[src/rtl/jtframe_dwnld_router.sv]
// jtframe_dwnld_router: routes ioctl download bytes into SDRAM write requests or
// one-hot PROM strobes through a 4-entry FIFO, with overflow flag and done pulse.
module jtframe_dwnld_router #(
    parameter int                      AW       = 22,
    parameter int                      REGIONS  = 4,
    parameter logic [REGIONS*AW-1:0]   BOUNDS   = '0,
    parameter logic [REGIONS*AW-1:0]   OFFSETS  = '0,
    parameter logic [REGIONS-1:0]      PROM_SEL = '0,
    parameter bit                      SWAB     = 1'b0
) (
    input  logic               clk,
    input  logic               rst_n,
    input  logic               downloading,
    input  logic [AW-1:0]      ioctl_addr,
    input  logic [7:0]         ioctl_data,
    input  logic               ioctl_wr,
    output logic [AW-1:0]      prog_addr,
    output logic [15:0]        prog_data,
    output logic [1:0]         prog_mask,
    output logic               prog_we,
    input  logic               prog_ack,
    output logic [AW-1:0]      prom_addr,
    output logic [7:0]         prom_data,
    output logic [REGIONS-1:0] prom_we,
    output logic               overflow,
    output logic               dwnld_done
);
    localparam int RW = REGIONS > 1 ? $clog2(REGIONS) : 1;
    localparam int EW = 2 + RW + AW + 8;

    typedef enum logic [1:0] {IDLE, WAIT_ACK, GAP} state_t;
    state_t state, state_nxt;

    logic [EW-1:0] mem [4];
    logic [1:0]    wp, rp;
    logic [2:0]    cnt;
    logic          dl_q, done_pend, done_now;
    logic          rise, fall, pop, push, lost;
    logic [RW-1:0] reg_sel;
    logic [AW-1:0] base, ofs, rel, word;
    logic [EW-1:0] entry;
    logic          h_prom, h_lane;
    logic [RW-1:0] h_reg;
    logic [AW-1:0] h_val;
    logic [7:0]    h_byte;

    // Bounds are ascending, so the last region whose start is not above the address wins
    always_comb begin
        reg_sel = '0;
        base    = BOUNDS[AW-1:0];
        ofs     = OFFSETS[AW-1:0];
        for (int r = 1; r < REGIONS; r++)
            if (ioctl_addr >= BOUNDS[r*AW +: AW]) begin
                reg_sel = RW'(r);
                base    = BOUNDS[r*AW +: AW];
                ofs     = OFFSETS[r*AW +: AW];
            end
        rel   = ioctl_addr - base;
        word  = (rel >> 1) + ofs;
        entry = {PROM_SEL[reg_sel], rel[0] ^ SWAB, reg_sel, PROM_SEL[reg_sel] ? rel : word, ioctl_data};
    end

    assign {h_prom, h_lane, h_reg, h_val, h_byte} = mem[rp];

    assign rise     = downloading & ~dl_q;
    assign fall     = ~downloading & dl_q;
    assign pop      = state == IDLE && cnt != 3'd0 && !rise;
    // A restart flushes the FIFO, so a byte arriving on that cycle always fits
    assign push     = downloading && ioctl_wr && (rise || cnt != 3'd4 || pop);
    assign lost     = downloading && ioctl_wr && !push;
    assign done_now = (done_pend || fall) && !rise && cnt == 3'd0 && state == IDLE;
    assign prog_we  = state == WAIT_ACK;

    always_comb begin
        state_nxt = rise              ? IDLE :
                    state == IDLE     ? ((pop && !h_prom) ? WAIT_ACK : IDLE) :
                    state == WAIT_ACK ? (prog_ack ? GAP : WAIT_ACK) : IDLE;
    end

    always_ff @(posedge clk)
        if (push) mem[rise ? 2'd0 : wp] <= entry;

    always_ff @(posedge clk or negedge rst_n) begin
        if (!rst_n) begin
            state      <= IDLE;
            wp         <= '0;
            rp         <= '0;
            cnt        <= '0;
            dl_q       <= 1'b0;
            done_pend  <= 1'b0;
            overflow   <= 1'b0;
            dwnld_done <= 1'b0;
            prog_addr  <= '0;
            prog_data  <= '0;
            prog_mask  <= '0;
            prom_addr  <= '0;
            prom_data  <= '0;
            prom_we    <= '0;
        end else begin
            state      <= state_nxt;
            dl_q       <= downloading;
            wp         <= (rise ? 2'd0 : wp) + 2'(push);
            rp         <= rise ? 2'd0 : rp + 2'(pop);
            cnt        <= (rise ? 3'd0 : cnt - 3'(pop)) + 3'(push);
            overflow   <= !rise && (overflow || lost);
            done_pend  <= (done_pend || fall) && !rise && !done_now;
            dwnld_done <= done_now;
            prom_we    <= (pop && h_prom) ? REGIONS'(1) << h_reg : '0;
            if (pop && !h_prom) begin
                prog_addr <= h_val;
                prog_data <= {h_byte, h_byte};
                prog_mask <= h_lane ? 2'b01 : 2'b10;
            end
            if (pop && h_prom) begin
                prom_addr <= h_val;
                prom_data <= h_byte;
            end
        end
    end
endmodule

[config.mk]
export PLATFORM = sky130hd
export DESIGN_NAME = jtframe_dwnld_router
export DESIGN_NICKNAME = d
export VERILOG_FILES = /design/src/rtl/jtframe_dwnld_router.sv
export SDC_FILE = /design/constraint.sdc
export NUM_CORES = 1
export LEC_CHECK = 0
export CORE_MARGIN = 2
export CORE_UTILIZATION = 57
export DETAILED_ROUTE_END_ITERATION = 7
export DONT_BUFFER_PORTS = 1
export PLACE_DENSITY = 0.77
export SYNTH_ARGS = -nofsm -noshare
export SYNTH_HDL_FRONTEND = slang
export SYNTH_SLANG_ARGS = --single-unit
[constraint.sdc]
create_clock -name clk -period 3.9 [get_ports clk]
set_clock_uncertainty 0.1 [all_clocks]
set_input_delay 0.78 -clock clk [delete_from_list [all_inputs] [get_ports clk]]
set_output_delay 0.78 -clock clk [all_outputs]
set_load 0.02 [all_outputs]
Word-level counts from Yosys, hierarchy flattened

Memory sizes are Yosys's and may differ from the RTL's.
Index checks and enable logic that the tools add are counted.

Bitwise gates (word level): 4
$mul: 0
Equality and inequality tests: 2
Mux-type cells: 16
Shift-type cells: 1
Reductions and logical operators: 23
Divide/modulo/power cells: 0
Add/sub/neg operators: 4
Magnitude comparators: 2

Operators by type and width:

| operator            | count |
|---|---|
| $ge 22x1->1 const B | 1 |
| $mux 22             | 1 |
| $mux 2              | 8 |
| $logic_and 1x1->1   | 12 |
| $add 2x1->2         | 2 |
| $logic_not 1->1     | 4 |
| $logic_or 1x1->1    | 4 |
| $mux 1              | 4 |
| $mux 4              | 1 |
| $shl 1x2->4 const A | 1 |
| $add 3x1->3         | 1 |
| $logic_not 3->1     | 1 |
| $lt 2x3->1 const B  | 1 |
| $mux 3              | 1 |
| $ne 3x3->1 const B  | 1 |
| $reduce_bool 3->1   | 1 |
| $sub 3x1->3         | 1 |
| $and 1x1->1         | 2 |
| $bmux 1 s2          | 1 |
| $eq 2x1->1 const B  | 1 |
| $logic_not 2->1     | 1 |
| $not 1->1           | 2 |

Bits in read-only memories: 0
Word-level logic and storage cells: 67
Register bits after elaboration: 87
Bits in latches: 0
Output and inout port bits: 77
Bits in writable memories: 136
Memories kept: 1

Memories:

| name | words | bits a word | read ports | clocked after Yosys merged registers in | write ports | line | RTL |
|---|---|---|---|---|---|---|---|
| mem  | 4     | 34          | 1          | 0                                       | 1           | 34   | `logic [EW-1:0] mem [4];` |

Depth between registers and ports, before layout

Word-level depth: 10
Gate-level depth with buffers: 10
Depth with buffers taken out: 7

Worst setup path before layout

OpenSTA, ideal clock, no wires.

Path type: input to register
From: input port downloading
To: memory mem[2][0] (netlist bit) (enable)
Stages on the path: 4
Setup slack: -0.201 ns
Buffers on the path: 1
Data arrival time: 3.541 ns
Setup time: 0.461 ns
Cells stage by stage: nand2b_1 buf_2 a31oi_1 nor3b_1

Word-level cells in the longest chain between the ends: 7

RTL lines:

| item                | line | RTL |
|---|---|---|
| start: declaration  | 13   | `input logic downloading,` |
| $and 1x1->1         | 65   | `assign rise = downloading & ~dl_q;` |
| $logic_not 1->1     | 67   | `assign pop = state == IDLE && cnt != 3'd0 && !rise;` |
| $logic_and 1x1->1   | 67   |  |
| $logic_or 1x1->1    | 69   | `assign push = downloading && ioctl_wr && (rise \|\| cnt != 3'd4 \|\| pop);` |
| $logic_and 1x1->1   | 69   |  |
| $mux 1 (2 in a row) | 81   | `if (push) mem[rise ? 2'd0 : wp] <= entry;` |
| end: declaration    | 34   |  |

Parallel ways exist; a longest one is shown, timed or not.

Final worst setup path

From: register dl_q
To: register cnt[2]

Word-level cells in the longest chain between the ends: 7

RTL lines:

| item                                            | line    | RTL |
|---|---|---|
| start: declaration                              | 37      | `logic dl_q, done_pend, done_now;` |
| start signal: assignment                        | 101     | `dl_q <= downloading;` |
| $not 1->1 (*)                                   | 65      |  |
| $and 1x1->1 (*)                                 | 65      |  |
| $logic_not 1->1                                 | 67      |  |
| $logic_and 1x1->1                               | 67      |  |
| $sub 3x1->3 or $logic_or 1x1->1 (tied branches) | 104, 69 |  |
| $mux 3 or $logic_and 1x1->1 (tied branches)     | 104, 69 |  |
| $add 3x1->3 (*)                                 | 104     | `cnt <= (rise ? 3'd0 : cnt - 3'(pop)) + 3'(push);` |
| end signal: assignment                          | 104     |  |
| end: declaration                                | 36      | `logic [2:0] cnt;` |

Every way passes the cells marked *; elsewhere a longest branch is shown, timed or not.
A chain may end at the register's enable or synchronous reset.

==> out/qor.log <==
qor: floorplan.die_area 0.0124 mm2
qor: power_and_ir_drop.power.density_cell_area 790 mW/mm2
qor: synth.netlist.top_cell.by_area edfxtp_1
qor: synth.synth_ff_type edfxtp_1
qor: routing.antenna_left 0
qor: clock_network.worst_setup_hold_path_clk_slew 0.06 ns
qor: clock_network.cts_repair_resize_count 0
qor: grt.grt_pass1_wl 16.4 mm
qor: routing.drt_iter0_drc 153
qor: critical_path.worst-endpoint-required 4.13 ns
qor: timing.final_hold_viol_count 0
qor: synth.post_synth_num_cell_types 35
qor: clock_network.cts.repair_timing.setup_buffer_count 0
qor: synth.part_of_the_yosys_area_used_for_sequential_elements 71.6%
qor: clock_network.tritoncts.num_buffers 17
qor: hold_path.worstHoldPathType in2async
qor: critical_path.worst_setup_path_end_kind flop
qor: grt.grt_antenna_before_repair 0
qor: clock_network.ctsLongestPathBuffers 2
qor: timing.period_needed 2.48 ns
qor: critical_path.crit_path_dat 2.71 ns
qor: layout.multiInputGateArea 0.00157 mm2
qor: synth.yosys_register_bits 164
qor: grt.grt-ovfl-total 0
qor: power_and_ir_drop.power.ir.vdd_worst 0.000452 V
qor: synth.most_area_consuming_cells_after_synthesis edfxtp_1 (55%), dfrtp_1 (17%), mux4_2 (10%), mux2_4 (6.2%), buf_4 (4.9%)
qor: timing.max_slew_margin 28.7%
qor: synth.post_synth_inst_count 329
qor: clock_network.clock_insertion_delay_worst_skew 0.42 ns
qor: layout.nNetsFinal 371
qor: timing.totalNegativeSetupSlack 0 ns
qor: critical_path.crit_path_top_delay_cell and3_4
qor: floorplan.start_util 58.1%
qor: timing.finalSetupViolCount 0
qor: clock_network.numClockSinks 164
qor: floorplan.die_h 111 um
qor: floorplan.std_cell_rows 39
qor: timing.grt_setup_unrepaired false
qor: layout.sequential_cell_area 0.00471 mm2
qor: grt.groute.usage.overall 18.1%
qor: synth.synth_top_cells_by_count edfxtp_1 (120), dfrtp_1 (44), buf_4 (43)
qor: critical_path.critical_path.cell_chain nand2b_1 -> and3_4 -> ha_1 -> ha_1 -> nor2_1 -> ha_1 -> xnor2_1
qor: placement.dp_hpwl 6.08 mm
qor: layout.post_route_cells_drive_above_1_share 28.0%
qor: layout.diodes 0
qor: routing.drt_first_pass_iters 4
qor: power_and_ir_drop.total_power 5640 uW
qor: grt.grt_max_degree 45
qor: timing.layout_worst_path_cycle_share 63.6%
qor: routing.drt-vias-per-instance 5.60
qor: critical_path.critical_path.max_fanout 33
qor: critical_path.crit_path_start_kind flop
qor: synth.synth_area_per_cell 20.0 um2
qor: routing.routed_wire_length_per_instance 21.0 um
qor: power_and_ir_drop.leakage 0.00261 uW
qor: floorplan.design.core.area 0.0113 mm2
qor: routing.routed-via-count 2,724
qor: critical_path.worst_path_largest_cell_delay 0.67 ns
qor: layout.fillCellCount 755
qor: clock_network.cts_root_buf clkbuf_16
qor: timing.fmax 403 MHz
qor: routing.postRouteWirelength 10.2 mm
qor: placement.place.port_buffers 0
qor: placement.globalplace.congestion 0.696
qor: routing.remaining_drc_errors 0
qor: grt.first_global_vias 2,959
qor: timing.worst_pin_slew 1.07 ns
qor: critical_path.cpMostUsedCell ha_1
qor: clock_network.clock_tree.htree_level_count 4
qor: timing.finalMaxSlewViolations 0
qor: clock_network.cts_hold_buf 1
qor: synth.yosys.cell_count.top_type edfxtp_1
qor: synth.postSynth.asyncResetShare 26.8%
qor: synth.synthesis.area 0.00657 mm2
qor: critical_path.critPathKind reg2reg
qor: floorplan.die_width 111 um
qor: synth.yosys.area.top_type_share 54.8%
qor: flow_run.max_cap_violations 0
qor: synth.number_of_synthesized_flops_with_an_enable_pin 120
qor: layout.flow.area_growth_from_synthesis 8.76%
qor: clock_network.cts_tree done
qor: floorplan.io-pin-count 112
qor: synth.ys_warn_count 0
qor: outcome.status completed
[path summary, 6_finish.rpt]
path,start,cells past startpoint,slack (ns),to
min,rst_n,1,0.11,prog_addr[17]
max reg2reg,dl_q,7,1.42,cnt[2]
max in group asynchronous,rst_n,1,3.38,rp[1]
max,dl_q,7,1.42,cnt[2]
min reg2reg,state[1],1,0.45,state[1]
min in group clk,downloading,0,0.29,dl_q
[per-layer routing]
layer  up-vias  routed length, um  GRT usage (%)
met4         0                243           8.40
met2       100               5200           29.7
met1      1416               4040           21.1
met5         -                  0              0
met3        22                735           7.13
li1       1186                  -              -
[cells by family after synthesis]
logic type | share of synthesized area (%)
compound gates | 0.685
xor+xnor | 0.533
fa+ha+maj | 1.29
buf+inv | 6.68
flops | 71.6
mux | 16.8
other cells | 0.0570
simple gates | 2.40
[per-stage QoR]
stage               setup slack [ns]  hold slack (ns)  std cells  util, %  area, um2
floorplan                      0.853            0.384        363        -       6710
global placement                1.21            0.385        453     57.3       6480
detailed placement              1.06            0.385        453     57.3       6480
CTS                             1.39            0.108        486     63.2       7150
global route                    1.24            0.107        486     63.2       7150
finish                          1.42            0.105        486     63.2       7150
[power breakdown]
group / switching (uW) / internal (uW)
combinational: 411 / 693
sequential: 594 / 2190
clock: 618 / 1130
[cells in the final DEF (no fill, tap or decap), drive strengths merged]
cell type,instances
a31oi,1
a41oi,1
and2,4
and3,2
and3b,1
buf,2
bufinv,4
clkbuf,23
clkinv,3
clkinvlp,2
conb,35
dfrtp,44
edfxtp,120
ha,6
inv,5
maj3,1
mux2,29
mux4,30
nand2,4
nand2b,1
nand4,1
nor2,7
nor2b,3
nor3,3
nor3b,1
o21a,2
o21ai,3
or3,1
xnor2,3
xor2,1
[state kept, by name, summed over array words and instances, names as in the netlist]
register,flops
state,2
prog_mask,2
dl_q,1
rp,2
cnt,3
wp,2
mem,120
overflow,1
dwnld_done,1
prog_addr,21
prog_data,8
done_pend,1
[cell type report]
class,count,share of cell area (%)
clock buffer,23,6.83
clock inverter,9,2.08
inverter,5,0.263
multi-input combinational,140,22.0
sequential,164,65.8
tap,143,2.50
timing repair buffer,2,0.490
[critical path: cells and delay by family, from the launching register on]
family	cells	cell delay, ns
flops	1	0.36
simple gates	3	1.08
xor+xnor	1	0.14
fa+ha+maj	3	0.70
Power figures use the tool's default switching activity.
